`src/rtl/uart_pkg.sv`:
```
// uart_pkg: shared types and constants for the UART transmit queue.
//   txq_state_t           - launch FSM state encoding
//   UART_DATA_W           - UART byte width
//   START_TIMEOUT_DEFAULT - default wait, in cycles, for the UART busy flag
//                           to rise after a launch pulse
package uart_pkg;

  localparam int UART_DATA_W           = 8;
  localparam int START_TIMEOUT_DEFAULT = 8;

  typedef enum logic [1:0] {
    IDLE      = 2'd0,
    LAUNCH    = 2'd1,
    WAIT_BUSY = 2'd2,
    WAIT_DONE = 2'd3
  } txq_state_t;

endpackage

```
`src/rtl/uart_tx_queue_if.sv`:
```
// uart_tx_queue_if: host-side and UART-side signals of the transmit queue.
//   wr_en / wr_data         host byte write strobe and data
//   full / empty / level    queue occupancy flags and entry count
//   tx_start / tx_data      launch pulse and held byte toward the UART
//   tx_busy                 UART busy flag back into the queue
//   idle                    launch FSM idle with nothing queued
//   overflow / overflow_clr sticky dropped-write flag and its clear
//                           (only with UART_TX_QUEUE_OVERFLOW_EN defined)
// Modports: master = host/UART side, slave = the queue.
interface uart_tx_queue_if
  import uart_pkg::*;
#(
  parameter int DEPTH = 16
);

  localparam int LVL_W = $clog2(DEPTH) + 1;

  logic                   wr_en;
  logic [UART_DATA_W-1:0] wr_data;
  logic                   full;
  logic                   empty;
  logic [LVL_W-1:0]       level;
  logic                   tx_start;
  logic [UART_DATA_W-1:0] tx_data;
  logic                   tx_busy;
  logic                   idle;
`ifdef UART_TX_QUEUE_OVERFLOW_EN
  logic                   overflow;
  logic                   overflow_clr;
`endif

  modport master (
    output wr_en, wr_data, tx_busy,
`ifdef UART_TX_QUEUE_OVERFLOW_EN
    output overflow_clr,
    input  overflow,
`endif
    input  full, empty, level, tx_start, tx_data, idle
  );

  modport slave (
    input  wr_en, wr_data, tx_busy,
`ifdef UART_TX_QUEUE_OVERFLOW_EN
    input  overflow_clr,
    output overflow,
`endif
    output full, empty, level, tx_start, tx_data, idle
  );

endinterface

```
`src/rtl/uart_sync_fifo.sv`:
```
// uart_sync_fifo: single-clock circular FIFO with registered flags.
//   clk, rst_n      clock, asynchronous active-low reset
//   wr_en, wr_data  write request (ignored while full)
//   rd_en, rd_data  pop request (ignored while empty); rd_data is the head
//   full, empty     registered occupancy flags
//   level           registered entry count
// DEPTH must be a power of two so the pointers wrap by plain overflow.
module uart_sync_fifo #(
  parameter int DEPTH  = 16,
  parameter int DATA_W = 8
) (
  input  logic                       clk,
  input  logic                       rst_n,
  input  logic                       wr_en,
  input  logic [DATA_W-1:0]          wr_data,
  input  logic                       rd_en,
  output logic [DATA_W-1:0]          rd_data,
  output logic                       full,
  output logic                       empty,
  output logic [$clog2(DEPTH):0]     level
);

  localparam int PTR_W = $clog2(DEPTH);
  localparam int LVL_W = PTR_W + 1;

  logic [DATA_W-1:0] mem [DEPTH];
  logic [PTR_W-1:0]  wr_ptr_q;
  logic [PTR_W-1:0]  rd_ptr_q;
  logic [LVL_W-1:0]  level_q;
  logic [LVL_W-1:0]  level_nxt;
  logic              full_q;
  logic              empty_q;
  logic              wr_ok;
  logic              rd_ok;

  // Acceptance uses the flags of the current state, so a write while full
  // is dropped even when a pop happens in the same cycle.
  assign wr_ok = wr_en & ~full_q;
  assign rd_ok = rd_en & ~empty_q;

  always_comb begin
    level_nxt = level_q;
    case ({wr_ok, rd_ok})
      2'b10:   level_nxt = level_q + LVL_W'(1);
      2'b01:   level_nxt = level_q - LVL_W'(1);
      default: level_nxt = level_q;
    endcase
  end

  always_ff @(posedge clk or negedge rst_n) begin
    if (!rst_n) begin
      wr_ptr_q <= '0;
      rd_ptr_q <= '0;
      level_q  <= '0;
      full_q   <= 1'b0;
      empty_q  <= 1'b1;
    end else begin
      if (wr_ok) wr_ptr_q <= wr_ptr_q + PTR_W'(1);
      if (rd_ok) rd_ptr_q <= rd_ptr_q + PTR_W'(1);
      level_q <= level_nxt;
      full_q  <= (level_nxt == LVL_W'(DEPTH));
      empty_q <= (level_nxt == '0);
    end
  end

  // Storage carries no reset; only occupancy state is cleared.
  always_ff @(posedge clk) begin
    if (wr_ok) mem[wr_ptr_q] <= wr_data;
  end

  assign rd_data = mem[rd_ptr_q];
  assign full    = full_q;
  assign empty   = empty_q;
  assign level   = level_q;

endmodule

```
`src/rtl/uart_tx_queue.sv`:
```
// uart_tx_queue: byte queue feeding a UART transmitter.
//   clk, rst_n  clock, asynchronous active-low reset
//   bus         uart_tx_queue_if.slave:
//                 wr_en/wr_data in, full/empty/level out,
//                 tx_start/tx_data out to UART start/i_data,
//                 tx_busy in from UART o_busy, idle out,
//                 overflow out / overflow_clr in with UART_TX_QUEUE_OVERFLOW_EN
// Optional feature macro: UART_TX_QUEUE_OVERFLOW_EN (sticky dropped-write flag).
// DEPTH must match the DEPTH of the connected interface instance.
module uart_tx_queue
  import uart_pkg::*;
#(
  parameter int DEPTH         = 16,
  parameter int START_TIMEOUT = START_TIMEOUT_DEFAULT
) (
  input  logic           clk,
  input  logic           rst_n,
  uart_tx_queue_if.slave bus
);

  localparam int LVL_W = $clog2(DEPTH) + 1;

  txq_state_t             state_q;
  txq_state_t             state_nxt;
  logic [7:0]             cnt_q;
  logic [7:0]             cnt_nxt;
  logic                   start_q;
  logic                   start_nxt;
  logic [UART_DATA_W-1:0] data_q;
  logic [UART_DATA_W-1:0] head;
  logic                   pop;
  logic                   fifo_full;
  logic                   fifo_empty;
  logic [LVL_W-1:0]       fifo_level;

  uart_sync_fifo #(
    .DEPTH  (DEPTH),
    .DATA_W (UART_DATA_W)
  ) u_fifo (
    .clk     (clk),
    .rst_n   (rst_n),
    .wr_en   (bus.wr_en),
    .wr_data (bus.wr_data),
    .rd_en   (pop),
    .rd_data (head),
    .full    (fifo_full),
    .empty   (fifo_empty),
    .level   (fifo_level)
  );

  always_comb begin
    state_nxt = state_q;
    cnt_nxt   = cnt_q;
    start_nxt = 1'b0;
    pop       = 1'b0;
    case (state_q)
      // Launch only when the UART is free; after a reset mid-frame the
      // in-flight frame keeps tx_busy high and holds us here.
      IDLE: begin
        if (!fifo_empty && !bus.tx_busy) begin
          pop       = 1'b1;
          start_nxt = 1'b1;
          state_nxt = LAUNCH;
        end
      end
      LAUNCH: begin
        cnt_nxt   = '0;
        state_nxt = WAIT_BUSY;
      end
      // A UART that never raises busy gets the same byte re-launched,
      // without consuming another queue entry.
      WAIT_BUSY: begin
        if (bus.tx_busy) begin
          state_nxt = WAIT_DONE;
        end else if (cnt_q == 8'(START_TIMEOUT)) begin
          start_nxt = 1'b1;
          state_nxt = LAUNCH;
        end else begin
          cnt_nxt = cnt_q + 8'd1;
        end
      end
      WAIT_DONE: begin
        if (!bus.tx_busy) state_nxt = IDLE;
      end
      default: state_nxt = IDLE;
    endcase
  end

  always_ff @(posedge clk or negedge rst_n) begin
    if (!rst_n) begin
      state_q <= IDLE;
      cnt_q   <= '0;
      start_q <= 1'b0;
    end else begin
      state_q <= state_nxt;
      cnt_q   <= cnt_nxt;
      start_q <= start_nxt;
    end
  end

  // The launched byte is held until the next pop so it stays valid for
  // the whole UART frame, including re-launches.
  always_ff @(posedge clk or negedge rst_n) begin
    if (!rst_n) begin
      data_q <= '0;
    end else if (pop) begin
      data_q <= head;
    end
  end

`ifdef UART_TX_QUEUE_OVERFLOW_EN
  logic ovf_q;

  // Set wins over clear when both happen in one cycle.
  always_ff @(posedge clk or negedge rst_n) begin
    if (!rst_n) begin
      ovf_q <= 1'b0;
    end else if (bus.wr_en && fifo_full) begin
      ovf_q <= 1'b1;
    end else if (bus.overflow_clr) begin
      ovf_q <= 1'b0;
    end
  end

  assign bus.overflow = ovf_q;
`else
  // Writes while full are dropped silently in this build.
`endif

  assign bus.full     = fifo_full;
  assign bus.empty    = fifo_empty;
  assign bus.level    = fifo_level;
  assign bus.tx_start = start_q;
  assign bus.tx_data  = data_q;
  assign bus.idle     = (state_q == IDLE) && fifo_empty;

endmodule

```
`src/flat_wrapper.sv`:
```
// flat-port wrapper written by rule: the top's interface ports become plain ports
module uart_tx_queue_flat import uart_pkg::*;
#(
  parameter int DEPTH         = 16,
  parameter int START_TIMEOUT = START_TIMEOUT_DEFAULT
)
  (clk, rst_n, bus_wr_en, bus_wr_data, bus_tx_busy, bus_full, bus_empty, bus_level, bus_tx_start, bus_tx_data, bus_idle);
  uart_tx_queue_if #(.DEPTH(DEPTH)) bus_i ();
  input  logic clk;
  input  logic rst_n;
  input wire logic [$bits(bus_i.wr_en)-1:0] bus_wr_en;
  input wire logic [$bits(bus_i.wr_data)-1:0] bus_wr_data;
  input wire logic [$bits(bus_i.tx_busy)-1:0] bus_tx_busy;
  output wire logic [$bits(bus_i.full)-1:0] bus_full;
  output wire logic [$bits(bus_i.empty)-1:0] bus_empty;
  output wire logic [$bits(bus_i.level)-1:0] bus_level;
  output wire logic [$bits(bus_i.tx_start)-1:0] bus_tx_start;
  output wire logic [$bits(bus_i.tx_data)-1:0] bus_tx_data;
  output wire logic [$bits(bus_i.idle)-1:0] bus_idle;
  assign bus_i.wr_en = bus_wr_en;
  assign bus_i.wr_data = bus_wr_data;
  assign bus_i.tx_busy = bus_tx_busy;
  assign bus_full = bus_i.full;
  assign bus_empty = bus_i.empty;
  assign bus_level = bus_i.level;
  assign bus_tx_start = bus_i.tx_start;
  assign bus_tx_data = bus_i.tx_data;
  assign bus_idle = bus_i.idle;
  uart_tx_queue #(.DEPTH(DEPTH), .START_TIMEOUT(START_TIMEOUT)) u_core (.clk(clk), .rst_n(rst_n), .bus(bus_i));
endmodule
```
`config.mk`:
```
export PLATFORM = sky130hd
export DESIGN_NAME = uart_tx_queue_flat
export DESIGN_NICKNAME = d
export VERILOG_FILES = /design/src/rtl/uart_pkg.sv /design/src/rtl/uart_tx_queue_if.sv /design/src/rtl/uart_sync_fifo.sv /design/src/rtl/uart_tx_queue.sv /design/src/flat_wrapper.sv
export SDC_FILE = /design/constraint.sdc
export NUM_CORES = 1
export LEC_CHECK = 0
export BUFFER_PORTS_ARGS = -buffer_cell sky130_fd_sc_hd__buf_2
export CORE_ASPECT_RATIO = 0.7
export CORE_MARGIN = 2
export CORE_UTILIZATION = 65
export DETAILED_ROUTE_END_ITERATION = 7
export GPL_ROUTABILITY_DRIVEN = 1
export HOLD_SLACK_MARGIN = 0.05
export PLACE_DENSITY = 0.83
export SLEW_MARGIN = 20
export SYNTH_ARGS = -nofsm -noshare
export SYNTH_HDL_FRONTEND = slang
export SYNTH_SLANG_ARGS = --single-unit
```
`constraint.sdc`:
```
create_clock -name clk -period 4.7 [get_ports clk]
set_clock_uncertainty 0.1 [all_clocks]
set_input_delay 0.94 -clock clk [delete_from_list [all_inputs] [get_ports clk]]
set_output_delay 0.94 -clock clk [all_outputs]
set_load 0.005 [all_outputs]
```
Word level (Yosys, flattened, before mapping)
Memory sizes are Yosys's and may differ from the RTL's. A register that Yosys moved wholly into a read port is not among the register bits. Cells that the tools add are included.

Memories kept: 1. Register bits: 26. Memory bits (writable): 128. Output and inout port bits: 17. Input bits: 12.

Memory list: u_core.u_fifo.mem (words 16, bits a word 8, rd ports 1, clocked after Yosys merged registers in 1, write ports 1, line uart_sync_fifo.sv:26) `logic [DATA_W-1:0] mem [DEPTH];`.

Add/sub/neg operators: 5. Reduce and logical (&&, ||, !) cells: 10. Muxes and demuxes: 16. Bitwise operators: 4. Equality and inequality tests: 12.

Operator list (count): 8-bit two-way mux (2); 8-bit case mux with 2 select lines (1); 5-bit case mux with 2 select lines (1); 4-bit by 1-bit adder with 4-bit output (second input constant) (2); 8-bit by 1-bit adder with 8-bit output (second input constant) (1); 8-bit by 4-bit equality test with 1-bit output (second input constant) (1); 2-bit two-way mux (4); 2-bit case mux with 4 select lines (1); 2-bit equality test (second input constant) (3); 1-bit two-way mux (6); 2-bit inequality test (second input constant) (3); 3-bit AND reduction (2); 5-bit by 1-bit adder with 5-bit output (second input constant) (1); 5-bit equality test (second input constant) (1); 5-bit zero test (1); 5-bit by 1-bit subtractor with 5-bit output (second input constant) (1); 2-bit by 1-bit equality test with 1-bit output (second input constant) (2); 1-bit zero test (3); 3-bit by 2-bit inequality test with 1-bit output (second input constant) (1); 1-bit AND (2); 1-bit logical AND (2); 2-bit zero test (1); 2-bit by 1-bit inequality test with 1-bit output (second input constant) (1); 1-bit NOT (2); 2 further kinds (2).

Depth between registers and ports, before layout
Gate-level depths: netlist of the first run.

Depth in word-level cells: 8. Gate-level depth with buffers: 12.

Cells and area by module
A second synthesis of the first run with hierarchy kept.

Cells, all modules: 352. Area, all modules: 6656.4 µm².

By module, submodules not included: uart_sync_fifo (cells an instance 276, seq. area each 4220.3 µm², instances 1, area each 5761.8 µm²); uart_tx_queue (cells an instance 76, seq. area each 475.5 µm², instances 1, area each 894.6 µm²).

Worst setup path after synthesis of the first run
No wires, ideal clock.

Path kind: input to register. Start point: input bus_wr_en. End point: register u_core.u_fifo.full_q (netlist: u_core.u_fifo.full). Data required time: 4.527 ns. Cell stages on the path: 12. Slack: 1.571 ns. Arrival time: 2.956 ns. Path through: nor2b_1 -> clkbuf_1 -> inv_1 -> ha_1 -> buf_2 -> xor2_1 -> ha_1 -> a21oi_1 -> mux2i_1 -> xnor2_1 -> a311o_1 -> nor2b_1.

Word-level cells in the longest chain between the ends: 4. Elaborated cells on any way between the ends: 5. Those cells by class: eq/ne: 3; mux: 1; bitwise: 1.

Ends and longest elaborated chain: start: declaration (line flat_wrapper.sv:11) `input wire logic [$bits(bus_i.wr_en)-1:0] bus_wr_en;`; 1-bit AND (*) (line uart_sync_fifo.sv:38) `assign wr_ok = wr_en & ~full_q;`; 2-bit by 1-bit equality test with 1-bit output / 2-bit equality test (equally long branches) (line uart_sync_fifo.sv:43) `case ({wr_ok, rd_ok})`; 5-bit case mux with 2 select lines (*) (line uart_sync_fifo.sv:43); net u_core.u_fifo.level_nxt[2] (line uart_sync_fifo.sv:30) `logic [LVL_W-1:0] level_nxt;`; 5-bit equality test (*) (line uart_sync_fifo.sv:61) `full_q <= (level_nxt == LVL_W'(DEPTH));`; end signal: assignment (line uart_sync_fifo.sv:61); end: declaration (line uart_sync_fifo.sv:31) `logic full_q;`.

The timed path passes the listed nets; every way through them passes the cells marked *. A chain may end at the register's enable or synchronous reset.

Worst setup path in the final report of the first run
Start point: input bus_tx_busy. End point: register u_core.u_fifo.full_q (netlist: u_core.u_fifo.full).

Word-level cells in the longest chain between the ends: 8. Elaborated cells on any way between the ends: 9. Those cells by class: eq/ne: 3; mux: 3; bitwise: 1; reduce/logical: 2.

Ends and longest elaborated chain: start: declaration (line flat_wrapper.sv:13) `input wire logic [$bits(bus_i.tx_busy)-1:0] bus_tx_busy;`; 1-bit zero test (*) (line uart_tx_queue.sv:60) `if (!fifo_empty && !bus.tx_busy) begin`; 1-bit logical AND (*) (line uart_tx_queue.sv:60); 1-bit two-way mux (*) (line uart_tx_queue.sv:60); 1-bit two-way mux (*) (line uart_tx_queue.sv:56) `case (state_q)`; 1-bit AND (*) (line uart_sync_fifo.sv:39) `assign rd_ok = rd_en & ~empty_q;`; 2-bit by 1-bit equality test with 1-bit output / 2-bit equality test (equally long branches) (line uart_sync_fifo.sv:43); 5-bit case mux with 2 select lines (*) (line uart_sync_fifo.sv:43); net u_core.u_fifo.level_nxt[2] (line uart_sync_fifo.sv:30); 5-bit equality test (*) (line uart_sync_fifo.sv:61).

Marked as above.

==> results.json, run 1 <==
{
  "final_nets": 467,
  "cp_max_fo": 13,
  "antenna_found_initial": 0,
  "hold_viol": 0,
  "end_kind": "register",
  "postCtsSetupRepairBufs": 0,
  "synth_ff_type": "edfxtp_1",
  "drc_errors": 0,
  "yosysUniqueCellTypes": 45,
  "ctsResizeCount": 0,
  "wl_um": 13700,
  "syn_inst": 408,
  "grt_pass1_wl_um": 21200,
  "drt.antenna.violating_nets": 0,
  "ir_worst_vdd_v": 0.000433,
  "n_fill_cell": 590,
  "clk_latency_ps": 420,
  "viasPerCell": 6.38,
  "num_rows": 31,
  "tns_ps": 0,
  "post-route-period-util_pct": 71.9,
  "die-area_sq_um": 11300,
  "relSlewSlack_pct": 32.5,
  "cap_violations": 0,
  "coreArea_sq_um": 10200,
  "boundaryPins": 29,
  "ctsHoldBuffers": 0,
  "run_status": "finished, final reports clean",
  "cts_tree": "done",
  "chipHeight_um": 89.4,
  "most-common-layout-cells": "128 x edfxtp_1, 32 x dfrtp_1, 28 x nor2_1, 28 x buf_2, 21 x clkbuf_16",
  "grt_pass1_vias": 3660,
  "wl_met1_um": 5770,
  "yosys.area.top_type": "edfxtp_1",
  "gp_congestion": 0.843,
  "cts_num_sinks": 162,
  "cts_buffer_depth": 2,
  "async_flop_share_pct": 21.0,
  "crit_arrival_ps": 3630,
  "grt_max_degree": 41,
  "syn_area_sq_um": 6770,
  "track_usage_pct": 26.4,
  "htree_levels": 4,
  "antenna_cells": 0,
  "fin_crit_ps": 3380,
  "wl_met3_um": 1210,
  "clockRootBuffer": "clkbuf_16",
  "ys_ff_latch": 162,
  "dr.pass1.iters": 6,
  "num_vias": 3756,
  "cts_buffers": 17,
  "synth_top_area_share_pct": 56.8,
  "setup_viol": 0,
  "cts.clk_slew.worst_paths_ps": 60,
  "final_max_slew_viol_count": 0,
  "synthTopCellsByArea": "edfxtp_1 57%, dfrtp_1 12%, mux4_2 4.7%",
  "synth-edff-count": 128,
  "p_leak_nw": 2.81,
  "synth_area_per_cell_sq_um": 16.6,
  "cp.required_ps": 4950,
  "area_delta_synth_final_pct": 13.3,
  "final_common_cell": "edfxtp_1",
  "powerDensity_nw_per_um2": 618,
  "floorplan.initialDensity_pct": 66.1,
  "port_buffers": 28,
  "rsz0062_at_grt": "no",
  "cp-start-kind": "primary input",
  "wl_met2_um": 6660,
  "critical_path_class": "primary input to register",
  "ys_warn_count": 0,
  "hold_class": "register to register",
  "synth_nets": 431,
  "overflow": 0,
  "post-dp-hpwl_um": 8280,
  "drive_gt1_share_pct": 22.3,
  "seq_area_frac_synth_pct": 69.4,
  "drtIter0Drc": 500,
  "wire_per_inst_um": 23.3,
  "top_layer": "met4",
  "tightest_slew_ps": 1010,
  "die_w_um": 126,
  "fmax_mhz": 296,
  "hold_ws_ps": 404
}
[flip-flops by register name, indices dropped and copies added (netlist names)]
| register | flops |
|---|---|
| u_core.u_fifo.mem | 128 |
| u_core.u_fifo.full | 1 |
| u_core.u_fifo.wr_ptr_q | 4 |
| u_core.bus.tx_data | 8 |
| u_core.u_fifo.empty | 1 |
| u_core.u_fifo.rd_ptr_q | 4 |
| u_core.state_q | 2 |
| u_core.cnt_q | 8 |
| u_core.bus.tx_start | 1 |
| u_core.u_fifo.level | 5 |
[worst paths after layout]
check	start	to	slack [ps]	cells after the start
min in group asynchronous	rst_n	u_core.u_fifo.level[2]	500	1
worst max register to register	u_core.state_q[1]	u_core.u_fifo.full	1390	11
worst min register to register	u_core.u_fifo.rd_ptr_q[3]	u_core.u_fifo.rd_ptr_q[3]	400	1
worst min-delay path	u_core.u_fifo.rd_ptr_q[3]	u_core.u_fifo.rd_ptr_q[3]	400	1
worst max-delay path	bus_tx_busy	u_core.u_fifo.full	1320	12
max in group asynchronous	rst_n	u_core.u_fifo.rd_ptr_q[0]	3450	1
[synthesized netlist by cell type (2+ instances only)]
cell type and count:
o21bai_1 5, mux4_2 14, xor2_1 7, nor2_1 28, o32ai_1 2, o21a_1 2, a221o_1 8, edfxtp_1 128
o22ai_1 5, mux2i_1 16, a32o_1 2, inv_1 10, nand3_1 5, nand2b_1 3, and3_1 2, nand2_1 20
dfrtp_1 33, or3b_2 2, clkbuf_1 12, nand4_1 4, mux4_1 8, buf_4 3, a21oi_1 10, ha_1 11
mux2_2 19, nor2b_1 4, xnor2_1 8, o21ai_0 11, nor3_1 10
[report_power, final]
part           internal [mW]  switching [mW]
clock network          0.913           0.532
logic                  0.609           0.618
registers               1.79           0.283
[cell families after synthesis]
logic type	synth area share [%]
buf+inv	2.09
mux	13.3
flops	69.4
simple gates	5.91
fa+ha+maj	2.03
compound gates	5.38
xor+xnor	1.94
[worst max-delay path: stages]
cell and delay, ps:
buf_2 150, nor2_1 160, nand2_1 360, inv_1 340, ha_1 400, xor2_1 110, ha_1 220, a21oi_1 160
mux2i_1 240, xnor2_1 110, a311o_1 320, nor2b_1 120
[cell type report]
cell class | instances | area (sq um) | area share, %
repair buffers | 35 | 193 | 2.51
clock buffers | 27 | 588 | 7.67
flip-flops and latches | 162 | 4700 | 61.2
well taps | 132 | 165 | 2.15
multi-input cells | 218 | 1930 | 25.2
inverters | 10 | 37.5 | 0.489
clock inverters | 5 | 55.1 | 0.718
[through the flow]
step	worst slack [ps]	total power [mW]	cell area (sq um)	utilization (%)	instances
6_report	1320	4.74	7670	74.9	589
5_1_grt	1130	4.96	7670	74.9	589
3_3_place_gp	1110	3.23	7030	68.6	557
3_5_place_dp	957	3.29	7030	68.6	557
4_1_cts	1370	4.74	7670	74.9	589
2_1_floorplan	1570	2.94	6770	-	408
[layer usage]
metal	track usage (%)	up-vias
met5	0	-
met4	5.69	0
met3	7.84	11
met2	42.4	172
met1	36.9	1908
li1	-	1665
Power figures use the tool's default switching activity.
==> run 2, diff against run 1 <==
- CORE_UTILIZATION: 65 -> 55
- PLACE_DENSITY: 0.83 -> 0.75
- clock period: 4.7 -> 2.7 ns (I/O delays scaled with it)
==> run 2 against run 1 <==
Against the previous run: global-route usage shrank 4.4 points; clock-buffer cell count is 5 lower; critical path depth shrank 1; hold slack about the same; worst setup slack worse by 1100 ps; total power rose by 76%; routed wire length decreased by 3.0%; combinational power is 100% higher; sequential share of layout area decreased by 1.9 points; clock power rose by 68%; die area rose by 17%; register-to-register slack got worse by 1200 ps; largest power group unchanged.
==> results.json, run 2 (same netlist as run 1, synthesis figures left out) <==
{
  "top_register": "u_core.u_fifo.mem",
  "hold_ws_ps": 404,
  "antenna_found_initial": 0,
  "setup_ws_ps": 210,
  "seq_power_share_pct": 41.1,
  "postCtsSetupRepairBufs": 0,
  "chipHeight_um": 96.8,
  "switching_share_pct": 29.7,
  "p_clk_share_pct": 29.2,
  "p_comb_share_pct": 29.7,
  "cp_max_fo": 7,
  "cp.required_ps": 2940,
  "hold_class": "primary input to register",
  "hold_viol": 0,
  "cp-start-kind": "register",
  "cts.clk_slew.worst_paths_ps": 60,
  "gp_congestion": 0.899,
  "grt_pass1_wl_um": 21000,
  "clockRootBuffer": "clkbuf_16",
  "wire_per_inst_um": 20.7,
  "largest_reg_flops": 128,
  "critical_path.top_delay_family": "flip-flops",
  "grt_pass1_vias": 3758,
  "die-area_sq_um": 13200,
  "most-common-layout-cells": "128 x edfxtp_1, 32 x dfrtp_1, 31 x buf_4, 28 x nor2_1, 28 x buf_2",
  "relSlewSlack_pct": 61.8,
  "dr.pass1.iters": 5,
  "htree_levels": 4,
  "slowest_stage": "dfstp_2",
  "seq_area_sq_um": 4700,
  "drtIter0Drc": 369,
  "num_rows": 33,
  "grt_max_degree": 41,
  "overflow": 0,
  "port_buffers": 28,
  "num_vias": 3817,
  "drt.antenna.violating_nets": 0,
  "cap_violations": 0,
  "crit_arrival_ps": 2730,
  "fin_crit_ps": 2490,
  "cts_num_sinks": 162,
  "internal_power_mw": 5.86,
  "powerDensity_nw_per_um2": 1050,
  "min_from": "bus_wr_data[1]",
  "boundaryPins": 29,
  "final_common_cell": "edfxtp_1",
  "tightest_slew_ps": 573,
  "wl_um": 13300,
  "area_delta_synth_final_pct": 16.9,
  "clk_latency_ps": 420,
  "dp_slack_ps": -2.04,
  "place_area_sq_um": 7300,
  "crit-reg2reg-launch": "u_core.u_fifo.empty",
  "critical_path.cell_chain": "nor2_1 -> nand2_1 -> inv_1 -> ha_2 -> xor2_1 -> ha_1 -> a21oi_1 -> mux2i_1 -> xnor2_1 -> a311o_1 -> nor2b_1",
  "cpPeakStageDelay_ps": 540,
  "p_leak_nw": 2.94,
  "finalInstanceArea_sq_um": 7920,
  "antenna_cells": 0,
  "p_switching_mw": 2.48,
  "critical_path_class": "register to register",
  "end_kind": "register",
  "ir_worst_vdd_v": 0.000636,
  "cts_tree": "done",
  "die_w_um": 137,
  "cts_buffers": 17,
  "drive_gt1_share_pct": 26.6,
  "drc_errors": 0,
  "crit_start": "u_core.u_fifo.empty",
  "fmax_mhz": 402,
  "final_nets": 495,
  "run_status": "finished, final reports clean",
  "setup_viol": 0,
  "floorplan.initialDensity_pct": 57.1,
  "path_buf_inv": 1,
  "coreArea_sq_um": 11900,
  "n_fill_cell": 782,
  "multi_input_area_sq_um": 1940,
  "post-route-period-util_pct": 92.2,
  "final_max_slew_viol_count": 0,
  "power_mw": 8.34,
  "cts_buffer_depth": 2,
  "viasPerCell": 5.95,
  "fin_util_pct": 66.8,
  "post-dp-hpwl_um": 8520,
  "rsz0062_at_grt": "no",
  "track_usage_pct": 22.0
}
-- run 2: cell count changes in the layout (fill, tap and decap cells not counted), sizes merged --
| cell | change |
|---|---|
| clkinv | +2 |
| inv | -1 |
| clkbuf | -5 |
| clkinvlp | +2 |
| dlygate4sd3 | +1 |
| buf | +27 |
| bufinv | +2 |
-- run 2: area by class of cell --
cell class	instances	share of cell area (%)
Clock buffer	22	5.99
Clock inverter	10	1.68
Inverter	10	0.474
Multi-Input combinational cell	218	24.5
Sequential cell	162	59.3
Tap cell	157	2.48
Timing Repair Buffer	63	5.60
-- run 2: stage by stage --
stage / std cells / TNS, ps
after global routing: 642 / 0
after detailed placement: 609 / -2.04
after floorplan: 408 / 0
final: 642 / 0
after CTS: 642 / 0
after global placement: 609 / 0
-- run 2: metal layers --
layer	part of all wire [%]	global-route usage (%)	vias to the layer above
met1	46	31.7	1959
met3	5.4	6.60	15
met2	48	32.6	124
met4	1.0	6.49	0
li1	-	-	1719
met5	0	0	-
-- run 2: repair_timing --
| action | 4_1_cts | 5_1_grt |
|---|---|---|
| gates resized for setup | 0 | 1 |
| hold buffers | 1 | 0 |
| endpoints found under the hold margin | 21 | 0 |
| setup endpoints to repair | 0 | 1 |
-- run 2: worst paths after layout --
check	slack (ps)	to	cells past startpoint
max in group asynchronous	1350	u_core.u_fifo.empty	3
setup reg to reg	210	u_core.u_fifo.full	11
hold reg to reg	410	u_core.bus.tx_data[7]	1
hold / removal	400	u_core.u_fifo.mem[6][1]	1
setup / recovery	210	u_core.u_fifo.full	11
min in group asynchronous	560	u_core.state_q[0]	2
-- run 2: power groups by stage --
stage / sequential (mW) / combinational [mW] / clock [mW]
6_report: 3.43 / 2.48 / 2.44
5_1_grt: 3.47 / 2.71 / 2.58
4_1_cts: 3.43 / 2.49 / 2.48
3_5_place_dp: 3.47 / 2.46 / 0
3_3_place_gp: 3.44 / 2.39 / 0
2_1_floorplan: 3.34 / 1.78 / 0
